$ cat src/rtl/uart_tx_sched_if.sv
// Handshake bundle between the requesters/UART transmitter (master side)
// and the transmit scheduler (slave side).
interface uart_tx_sched_if #(
    parameter int unsigned NUM_REQ = 4
) ();
    localparam int unsigned GID_W  = $clog2(NUM_REQ);
    localparam int unsigned BYTE_W = 8;

    logic [NUM_REQ-1:0]        req;
    logic [BYTE_W*NUM_REQ-1:0] req_data;
    logic [NUM_REQ-1:0]        ack;
    logic                      tx_en;
    logic [BYTE_W-1:0]         tx_data;
    logic                      tx_done;
    logic                      busy;
    logic [GID_W-1:0]          grant_id;
    logic                      timeout_err;

    modport master (
        output req, req_data, tx_done,
        input  ack, tx_en, tx_data, busy, grant_id, timeout_err
    );

    modport slave (
        input  req, req_data, tx_done,
        output ack, tx_en, tx_data, busy, grant_id, timeout_err
    );
endinterface

$ cat src/rtl/uart_tx_sched.sv
// Round-robin scheduler handing one byte at a time from NUM_REQ requesters to a
// UART transmitter, with a watchdog that aborts a frame whose tx_done never comes.
module uart_tx_sched #(
    parameter int unsigned NUM_REQ        = 4,
    parameter int unsigned TIMEOUT_CYCLES = 5000
) (
    input  logic           clk_50M,
    input  logic           rst,
    uart_tx_sched_if.slave bus
);
    localparam int unsigned GID_W  = $clog2(NUM_REQ);
    localparam int unsigned CNT_W  = 13;
    localparam int unsigned BYTE_W = 8;
    localparam logic [CNT_W-1:0] CNT_LAST = CNT_W'(TIMEOUT_CYCLES - 1);
    localparam logic [GID_W-1:0] GID_RST  = GID_W'(NUM_REQ - 1);

    typedef enum logic {
        S_IDLE = 1'b0,
        S_BUSY = 1'b1
    } state_e;

    state_e              r_state;
    logic [GID_W-1:0]    r_last_grant;
    logic [CNT_W-1:0]    r_cnt;
    logic                r_tx_en;
    logic [NUM_REQ-1:0]  r_ack;
    logic [BYTE_W-1:0]   r_tx_data;
    logic                r_busy;
    logic [GID_W-1:0]    r_grant_id;
    logic                r_timeout_err;

    state_e              w_state_nxt;
    logic [GID_W-1:0]    w_last_grant_nxt;
    logic [CNT_W-1:0]    w_cnt_nxt;
    logic                w_tx_en_nxt;
    logic [NUM_REQ-1:0]  w_ack_nxt;
    logic [BYTE_W-1:0]   w_tx_data_nxt;
    logic                w_busy_nxt;
    logic [GID_W-1:0]    w_grant_id_nxt;
    logic                w_timeout_err_nxt;

    logic                w_found;
    logic [GID_W-1:0]    w_winner;
    logic [GID_W-1:0]    w_idx;

    // Round-robin search starting just after the previous winner, wrapping around.
    always_comb begin
        w_found  = 1'b0;
        w_winner = r_last_grant;
        w_idx    = r_last_grant;
        for (int unsigned k = 1; k <= NUM_REQ; k++) begin
            w_idx = r_last_grant + GID_W'(k);
            if (!w_found && bus.req[w_idx]) begin
                w_found  = 1'b1;
                w_winner = w_idx;
            end
        end
    end

    // Next-state and next-output logic; pulses default low every cycle.
    always_comb begin
        w_state_nxt       = r_state;
        w_last_grant_nxt  = r_last_grant;
        w_cnt_nxt         = r_cnt;
        w_tx_en_nxt       = 1'b0;
        w_ack_nxt         = '0;
        w_tx_data_nxt     = r_tx_data;
        w_busy_nxt        = r_busy;
        w_grant_id_nxt    = r_grant_id;
        w_timeout_err_nxt = 1'b0;

        unique case (r_state)
            S_IDLE: begin
                if (w_found) begin
                    w_state_nxt         = S_BUSY;
                    w_last_grant_nxt    = w_winner;
                    w_cnt_nxt           = '0;
                    w_tx_en_nxt         = 1'b1;
                    w_ack_nxt[w_winner] = 1'b1;
                    w_tx_data_nxt       = bus.req_data[{w_winner, 3'b000} +: BYTE_W];
                    w_busy_nxt          = 1'b1;
                    w_grant_id_nxt      = w_winner;
                end
            end
            S_BUSY: begin
                // tx_done outranks a watchdog expiry landing in the same cycle.
                if (bus.tx_done) begin
                    w_state_nxt = S_IDLE;
                    w_busy_nxt  = 1'b0;
                end else if (r_cnt == CNT_LAST) begin
                    w_state_nxt       = S_IDLE;
                    w_busy_nxt        = 1'b0;
                    w_timeout_err_nxt = 1'b1;
                end else begin
                    w_cnt_nxt = r_cnt + CNT_W'(1);
                end
            end
            default: begin
                w_state_nxt = S_IDLE;
                w_busy_nxt  = 1'b0;
            end
        endcase
    end

    // State and output registers; last_grant resets to the top index so requester 0 wins first.
    always_ff @(posedge clk_50M) begin
        if (rst) begin
            r_state       <= S_IDLE;
            r_last_grant  <= GID_RST;
            r_cnt         <= '0;
            r_tx_en       <= 1'b0;
            r_ack         <= '0;
            r_tx_data     <= '0;
            r_busy        <= 1'b0;
            r_grant_id    <= '0;
            r_timeout_err <= 1'b0;
        end else begin
            r_state       <= w_state_nxt;
            r_last_grant  <= w_last_grant_nxt;
            r_cnt         <= w_cnt_nxt;
            r_tx_en       <= w_tx_en_nxt;
            r_ack         <= w_ack_nxt;
            r_tx_data     <= w_tx_data_nxt;
            r_busy        <= w_busy_nxt;
            r_grant_id    <= w_grant_id_nxt;
            r_timeout_err <= w_timeout_err_nxt;
        end
    end

    assign bus.tx_en       = r_tx_en;
    assign bus.ack         = r_ack;
    assign bus.tx_data     = r_tx_data;
    assign bus.busy        = r_busy;
    assign bus.grant_id    = r_grant_id;
    assign bus.timeout_err = r_timeout_err;

endmodule

$ cat src/flat_wrapper.sv
// flat-port wrapper written by rule: the top's interface ports become plain ports
module uart_tx_sched_flat 
#(
    parameter int unsigned NUM_REQ        = 4,
    parameter int unsigned TIMEOUT_CYCLES = 5000
)
  (clk_50M, rst, bus_req, bus_req_data, bus_tx_done, bus_ack, bus_tx_en, bus_tx_data, bus_busy, bus_grant_id, bus_timeout_err);
  uart_tx_sched_if #(.NUM_REQ(NUM_REQ)) bus_i ();
  input  logic clk_50M;
  input  logic rst;
  input wire logic [$bits(bus_i.req)-1:0] bus_req;
  input wire logic [$bits(bus_i.req_data)-1:0] bus_req_data;
  input wire logic [$bits(bus_i.tx_done)-1:0] bus_tx_done;
  output wire logic [$bits(bus_i.ack)-1:0] bus_ack;
  output wire logic [$bits(bus_i.tx_en)-1:0] bus_tx_en;
  output wire logic [$bits(bus_i.tx_data)-1:0] bus_tx_data;
  output wire logic [$bits(bus_i.busy)-1:0] bus_busy;
  output wire logic [$bits(bus_i.grant_id)-1:0] bus_grant_id;
  output wire logic [$bits(bus_i.timeout_err)-1:0] bus_timeout_err;
  assign bus_i.req = bus_req;
  assign bus_i.req_data = bus_req_data;
  assign bus_i.tx_done = bus_tx_done;
  assign bus_ack = bus_i.ack;
  assign bus_tx_en = bus_i.tx_en;
  assign bus_tx_data = bus_i.tx_data;
  assign bus_busy = bus_i.busy;
  assign bus_grant_id = bus_i.grant_id;
  assign bus_timeout_err = bus_i.timeout_err;
  uart_tx_sched #(.NUM_REQ(NUM_REQ), .TIMEOUT_CYCLES(TIMEOUT_CYCLES)) u_core (.clk_50M(clk_50M), .rst(rst), .bus(bus_i));
endmodule
$ cat config.mk
export PLATFORM = sky130hd
export DESIGN_NAME = uart_tx_sched_flat
export DESIGN_NICKNAME = d
export VERILOG_FILES = /design/src/rtl/uart_tx_sched_if.sv /design/src/rtl/uart_tx_sched.sv /design/src/flat_wrapper.sv
export SDC_FILE = /design/constraint.sdc
export NUM_CORES = 1
export LEC_CHECK = 0
export CAP_MARGIN = 20
export CORE_MARGIN = 2
export CORE_UTILIZATION = 48
export CTS_CLUSTER_DIAMETER = 40
export DETAILED_ROUTE_END_ITERATION = 6
export PLACE_DENSITY_LB_ADDON = 0.2
export SKIP_CTS_REPAIR_TIMING = 1
export SLEW_MARGIN = 25
export SYNTH_ARGS = -nofsm -noshare
export SYNTH_HDL_FRONTEND = slang
export SYNTH_SLANG_ARGS = --single-unit
$ cat constraint.sdc
create_clock -name clk_50M -period 3.3 [get_ports clk_50M]
set_input_delay 0.66 -clock clk_50M [delete_from_list [all_inputs] [get_ports clk_50M]]
set_output_delay 0.66 -clock clk_50M [all_outputs]
set_load 0.05 [all_outputs]
==> results of run 1 <==
[placed cells by master, fill, tap and decap left out, types with 2 or more instances in the layout]
master and instances:
a211oi_1 3, a21oi_1 14, and3_1 4, and4_1 2
buf_4 2, clkbuf_4 5, clkdlybuf4s50_1 55, clkinv_2 2
dfxtp_1 33, inv_1 2, mux2i_1 16, nand2_1 14
nand2b_1 3, nand3_1 5, nand4_1 3, nor2_1 18
nor2b_1 3, nor3_1 8, o21ai_0 7, o221ai_1 9
o31ai_1 4, or3_1 3, or4_1 5
[cell families (layout without fill, tap and decap cells)]
| logic type | count (synthesis) | in the layout | share of synthesized area, % |
|---|---|---|---|
| compound gates | 42 | 42 | 18.2 |
| xor+xnor | 1 | 1 | 0.555 |
| fa+ha+maj | 1 | 1 | 0.792 |
| buf+inv | 11 | 67 | 3.33 |
| flops | 33 | 33 | 41.8 |
| mux | 16 | 16 | 10.1 |
| simple gates | 74 | 74 | 25.1 |
[critical path, cell delays in order]
cell and delay (ps):
clkdlybuf4s50_1 500, nor4_4 400, nor2_1 230, or2_0 410, or4_1 560, nand2_1 70
[Yosys cell counts, types with 2 or more instances]
master / n
or4_1: 5
clkbuf_1: 4
and3_1: 4
nand3_1: 5
o21ai_0: 7
buf_2: 3
o31ai_1: 4
nor2b_1: 3
mux2i_1: 16
nand2b_1: 3
buf_4: 2
a211oi_1: 3
nor3_1: 8
o221ai_1: 9
a21oi_1: 14
and4_1: 2
nand2_1: 14
or3_1: 3
dfxtp_1: 33
nor2_1: 18
nand4_1: 3
inv_1: 2
[cell type report]
cell class                 count  area (sq um)
clock inverter                 2          10.0
clock buffer                   6          41.3
sequential                    33           661
fill                         274           886
multi-input combinational    134           877
timing repair buffer          57           566
inverter                       2          7.51
tap                           44          55.1
[final timing paths]
kind | from | end | slack (ps) | cells past startpoint
setup / recovery | bus_req[3] | u_core.r_cnt[5] | 770 | 6
hold / removal | u_core.bus.tx_data[1] | u_core.bus.tx_data[1] | 470 | 2
setup reg to reg | u_core.r_cnt[0] | u_core.r_cnt[3] | 1320 | 6
hold reg to reg | u_core.bus.tx_data[1] | u_core.bus.tx_data[1] | 470 | 2
[state kept, by name, summed over array words and instances, names as in the netlist, 2 cells and up]
signal,flops
u_core.bus.ack,4
u_core.bus.grant_id,2
u_core.bus.tx_data,8
u_core.r_cnt,13
u_core.r_last_grant,2
[per-layer routing]
metal | vias up | track usage [%]
met2 | 47 | 37.2
met1 | 733 | 28.1
met4 | 0 | 10.9
li1 | 781 | -
met5 | - | 0
met3 | 6 | 5.88
[where the power goes]
part / internal, uW / switching (uW)
clock: 81.0 / 137
sequential: 428 / 19.7
combinational: 132 / 179
[through the flow]
step                      utilization (%)  cell area (sq um)
final                                71.5               2220
after global routing                 71.5               2220
after CTS                            71.5               2220
after detailed placement             69.8               2170
after global placement               69.8               2170
after floorplan                         -               1580
==> out/results.txt, run 1 <==
The run finished with clean final reports. Dividing the detail-routed wire length by the instance count gives 14.4 um. The routed design uses 1.98 mm of met2 wire.

The total via count after detailed routing is 1,567. The number of buffers on the longest clock path was 2; the arrival time reported for the critical path endpoint was 2830 ps. The count of flip-flops with a built-in enable after synthesis came out at 0.

CTS built an H-tree with a depth of 2. The run gives 3.03 mm as the HPWL reported at the end of detailed placement. The number of nets in the layout was 273; the number of I/O pins was 56. Summed over all nets, wire length on met3 after detailed routing comes to 239 um. Summed over all layers, the global routing overflow is 0. Setup repair after global routing left no endpoint under its margin. In the routed design, unresolved DRC markers number 0. Clock tree root driver cell: clkbuf_4.

For the total power of the final layout, the log shows 977 uW. The remaining number of nets flagged by the antenna check after routing is 0, and the final critical-path share of the clock period is 76.8%. The max-cap violation count was 0; the global-route usage over all layers was 22.8%. From synthesis to final layout, the design area changed by 40.4%.

The logs give 1.74 mm for the sum of routed wire segments on met1 and 50.9% for the initial cell density of the core. Entering global routing, the biggest net connects 22 pins. The fraction of registers with async set or reset after synthesis was 0%. TritonCTS built the clock tree. The tools report the sequential share of the synthesized area as 41.8%.

Dominant synthesized flop cell: dfxtp_1. In this run, the number of DRC markers left after iteration 0 of detailed routing was 63. At the end of routability-driven placement, the weighted congestion stood at 0.918. 0 antenna diodes ended up in the layout. Of the post-synthesis cell area, the dominant cell type holds 41.8%. Of all nets on the critical path, the largest fanout is 11. The worst setup path category is in -> reg.

The number of antenna violations at the first check in global routing was 0. The achievable frequency is 395 MHz, and the total of endpoints with negative setup slack in the final report is 0. Timing analysis after detailed placement gives a worst setup slack of 441 ps.

STA classifies the critical path endpoint as a flip-flop. The die outline height is 61.4 um. For the leakage power figure, the log shows 0.000823 uW. The first global-routing pass estimated 6.18 mm of wire. STA classifies the critical path startpoint as an input pin. The post-detailed-route via-to-cell ratio was 5.64; the minimum hold slack was 473 ps.

The Yosys step of the flow raised 0 warnings. For the pin with the worst max-slew slack, the measured transition is 625 ps. The number of flip-flops and latches in the synthesized netlist is 33, and the number of cells after detailed placement is 270. The final period demand of the worst path came out at 2530 ps. The number of instances in the synthesized netlist is 178. The share of layout cells above drive strength 1 was 5.56%. The floorplan has 20 rows.

The clock-pin transition on the worst setup and hold timing paths is 100 ps. The routed wire length was 4.00 mm; the port buffer count was 55. Clock tree synthesis found a total of 33 sinks. The number of global-route vias before repair was 1,395. The mean instance size in the synthesized netlist works out to 8.87 sq um. The tightest min-delay check is of the reg -> reg type. The final count of pins violating max slew is 0, and the number of standard cells in the layout, taps in and fillers out is 278. The detailed router used layers up to and including met4.

The width of the die works out to 61.4 um. The largest total area in the synthesized netlist belongs to dfxtp_1. The run gives 3600 ps as the required time of the critical path. The final-report hold violation count is 0. The cell area that synthesis handed to floorplanning was 1580 sq um. In this run the tightest slew margin relative to its limit is 58.2%. For the worst-skew pair, the clock arrives at the later sink with an insertion delay of 340 ps.

For this design the ratio of total power to cell area is 441 nW/um^2. Once routing completed, OpenROAD measured the worst setup slack at 766 ps. The core region is 3100 sq um.

The number of different library cells used by synthesis comes to 35. The total negative setup slack came out at 0 ps. For the final database, setup skew stands at 6.59 ps. TritonCTS created 5 clock buffers. By area the synthesized netlist is led by dfxtp_1 42%, mux2i_1 10%, o221ai_1 5.0%. The die covers 3760 sq um.

The worst supply voltage drop on vdd was 0.244 mV. The logs give 218 for the net count of the mapped netlist and 4 for the first-pass detailed-route iteration total.
Power figures use the tool's default switching activity.
==> inputs of run 2 (changes only) <==
--- a/config.mk
+++ b/config.mk
@@ -7,7 +7,7 @@
 export LEC_CHECK = 0
 export CAP_MARGIN = 20
 export CORE_MARGIN = 2
-export CORE_UTILIZATION = 48
+export CORE_UTILIZATION = 40
 export CTS_CLUSTER_DIAMETER = 40
 export DETAILED_ROUTE_END_ITERATION = 6
 export PLACE_DENSITY_LB_ADDON = 0.2
==> constraint.sdc (replaced) <==
create_clock -name clk_50M -period 2.3 [get_ports clk_50M]
set_input_delay 0.46 -clock clk_50M [delete_from_list [all_inputs] [get_ports clk_50M]]
set_output_delay 0.46 -clock clk_50M [all_outputs]
set_load 0.05 [all_outputs]
==> run 2 against run 1 <==
Largest cell class unchanged. Sequential cell count stayed put. Global-route usage is 4.5 points lower. Combinational power is 52% higher. Sequential power is 43% higher. Critical path depth is 1 higher. Clock skew is 1.7 ps lower. Worst hold slack worse by 11 ps.
==> out/results.txt, run 2 (synthesis results as in run 1) <==
The global-route usage over all layers was 18.3% (was 22.8%). The worst setup path category is in -> reg (unchanged). The number of buffers and inverters on the critical path is 2 (was 1). The tools report the total placed instance area as 2270 sq um (was 2170 sq um). The cell count along the critical path was 7 (was 6); the standard-cell row count was 22 (was 20).

The pin count of the biggest net entering global routing came out at 22 (unchanged). Highest-delay cell along the critical path: clkdlybuf4s50_1 (was or4_1). The clock-pin transition on the worst setup and hold timing paths came out at 70 ps (was 100 ps). The most common library cell in the layout ignoring fill and taps was clkdlybuf4s50_1 (unchanged).

The average detailed-routed wire length per instance is 12.8 um (was 14.4 um), and the post-route DRC violation count is 0 (unchanged). The count of cells along the worst register-to-register path is 6 (unchanged), and the worst supply voltage drop on vdd is 0.447 mV (was 0.244 mV). For the number of buffers on the longest clock path, the log shows 2 (unchanged). The tools report the endpoint of the worst setup timing path as u_core.r_cnt[12] (was u_core.r_cnt[5]).

For the number of antenna cells inserted, the log shows 0 (unchanged). The total via count after detailed routing is 1,536 (was 1,567). The area overhead of the layout relative to synthesis came out at 49.2% (was 40.4%).

The start point of the critical path was bus_req[3] (unchanged). The number of standard cells in the layout, taps in and fillers out is 294 (was 278). The remaining number of nets flagged by the antenna check after routing was 0 (unchanged); the number of buffers created by CTS was 5 (unchanged). Clock tree root driver cell: clkbuf_8 (was clkbuf_4). Post-detailed-route via-to-cell ratio: 5.22 (was 5.64).

For the clock sink count, the log shows 33 (unchanged). For the pre-CTS worst setup slack, the log shows -27.7 ps (was 441 ps). Setup repair after global routing left no endpoint under its margin.

The worst min-delay path class is reg -> reg (unchanged). The tools report the routability congestion estimate from global placement as 0.800 (was 0.918). The total negative setup slack came out at 0 ps (unchanged). The fraction of the core area covered by cells at the end of the flow came out at 63.4% (was 71.5%).

Required time of the critical path: 2500 ps (was 3600 ps). The tools report the clock latency on the worst-skew pair as 280 ps (was 340 ps). The width of the die is 66.8 um (was 61.4 um).

Startpoint class of the critical path: an input pin (unchanged). Setup skew after layout: 4.92 ps (was 6.59 ps). The number of global-route vias before repair came out at 1,393 (was 1,395). The register with the most flip-flops was u_core.r_cnt (unchanged). The share of layout cells above drive strength 1 is 10.2% (was 5.56%).

Commonest non-fill, non-tap cells in the layout: 55 x clkdlybuf4s50_1, 33 x dfxtp_1, 18 x nor2_1 (unchanged). Die outline height: 66.8 um (was 61.4 um). The final-report hold violation count is 0 (unchanged), and the final design instance area without fill is 2360 sq um (was 2220 sq um). The run gives 4470 sq um (was 3760 sq um) as the area of the die.

The HPWL reported at the end of detailed placement is 2.82 mm (was 3.03 mm). The tools report the critical path endpoint category as a flip-flop (unchanged). Number of nets in the layout: 285 (was 273). The run finished with clean final reports.

The logs give 0 (unchanged) for the total overflow reported by the global router and 0 (unchanged) for the total of endpoints with negative setup slack in the final report. The number of antenna violations at the first check in global routing came out at 0 (unchanged). The achievable frequency was 493 MHz. The initial cell density of the core was 42.5% (was 50.9%); the total number of H-tree levels was 2 (unchanged). The largest stage delay on the critical path came out at 470 ps (was 560 ps). After layout, the minimum clock period comes to 2030 ps.

Flop-to-flop setup slack: 330 ps (was 1320 ps). The number of cells after detailed placement was 286 (was 270). Leakage power figure: 0.000899 uW (was 0.000823 uW). The flip-flop count of the largest register after layout works out to 13 (unchanged). The tools report the hold path startpoint as u_core.bus.tx_data[3] (was u_core.bus.tx_data[1]).

The first-pass GRT wire length was 6.14 mm (was 6.18 mm); the worst setup margin was 271 ps (was 766 ps). The number of design-rule violations left by the first detailed-router iteration was 70 (was 63). Critical path cell sequence: clkdlybuf4s50_1 > nor4_4 > nor2_1 > a21oi_2 > buf_4 > a21oi_1 > a211oi_1 (was clkdlybuf4s50_1 > nor4_4 > nor2_1 > or2_0 > or4_1 > nand2_1). Final count of pins violating max slew: 0 (unchanged). TritonCTS built the clock tree. The tools report the relative slew slack as 64.7% (was 58.2%).

Area of the core region: 3720 sq um (was 3100 sq um). The run gives 0 (unchanged) as the max-cap violation count. The routed wire length came out at 3.75 mm (was 4.00 mm).

The cell area power density is 650 nW/um^2 (was 441 nW/um^2). The tools report the launching point of the worst reg2reg path as u_core.r_cnt[3] (was u_core.r_cnt[0]). The final critical path takes up 88.2% of the cycle. The tools report the number of I/O pins as 56 (unchanged). For the arrival time reported for the critical path endpoint, the log shows 2230 ps (was 2830 ps). Kind of cell adding the most delay to the critical path: buffers and inverters (was simple AND/OR/NAND/NOR gates).

The port buffer count is 55 (unchanged), and the largest fanout of any net on the critical path is 13 (was 11). The terminus of the critical flop-to-flop path is u_core.r_cnt[12] (was u_core.r_cnt[3]). Transition time of the tightest slew-check pin: 528 ps (was 625 ps). The first-pass detailed-route iteration total is 4 (unchanged).
-- run 2: cell count changes in the layout (fill, tap and decap cells not counted), sizes merged --
cell	before	now
buf	2	14
-- run 2: final cells by class --
type	count	area, sq um
clock inverter	2	10.0
clock buffer	6	72.6
tap	48	60.1
multi-input combinational	134	877
inverter	2	7.51
timing repair buffer	69	668
sequential	33	661
fill	331	1360
-- run 2: how the worst min path moves through the flow --
stage	slack, ps	cells past startpoint	endpoint
finish	460	2	u_core.bus.tx_data[3]
CTS	470	2	u_core.bus.tx_data[3]
detailed placement	450	2	u_core.bus.tx_data[6]
floorplan	430	1	u_core.r_cnt[12]
global route	490	1	u_core.r_cnt[12]
global placement	450	2	u_core.bus.tx_data[5]
-- run 2: worst reg2reg max path, stage by stage, from the launching register on --
cell and delay, ps:
dfxtp_1 370, nor4b_1 400, nand4_1 200, a21oi_2 460
buf_4 210, a21oi_1 40, a211oi_1 220
-- run 2: per-layer routing --
metal  wire length [um]  vias up  GRT usage, %
met5                  0        -             0
met2               1620       47          27.0
li1                   -      801             -
met3                289        6          7.77
met1               1780      682          23.5
met4                 61        0          6.89
-- run 2: stage by stage --
step,power [uW],hold WS (ps)
2_1_floorplan,926,428
3_3_place_gp,1130,445
3_5_place_dp,1130,453
4_1_cts,1540,465
5_1_grt,1600,488
6_report,1530,462
-- run 2: power breakdown --
group          switching (uW)  total (uW)  internal (uW)
Combinational             259         474            215
Sequential               26.0         640            614
Clock                     207         417            209
Total                     492        1530           1040
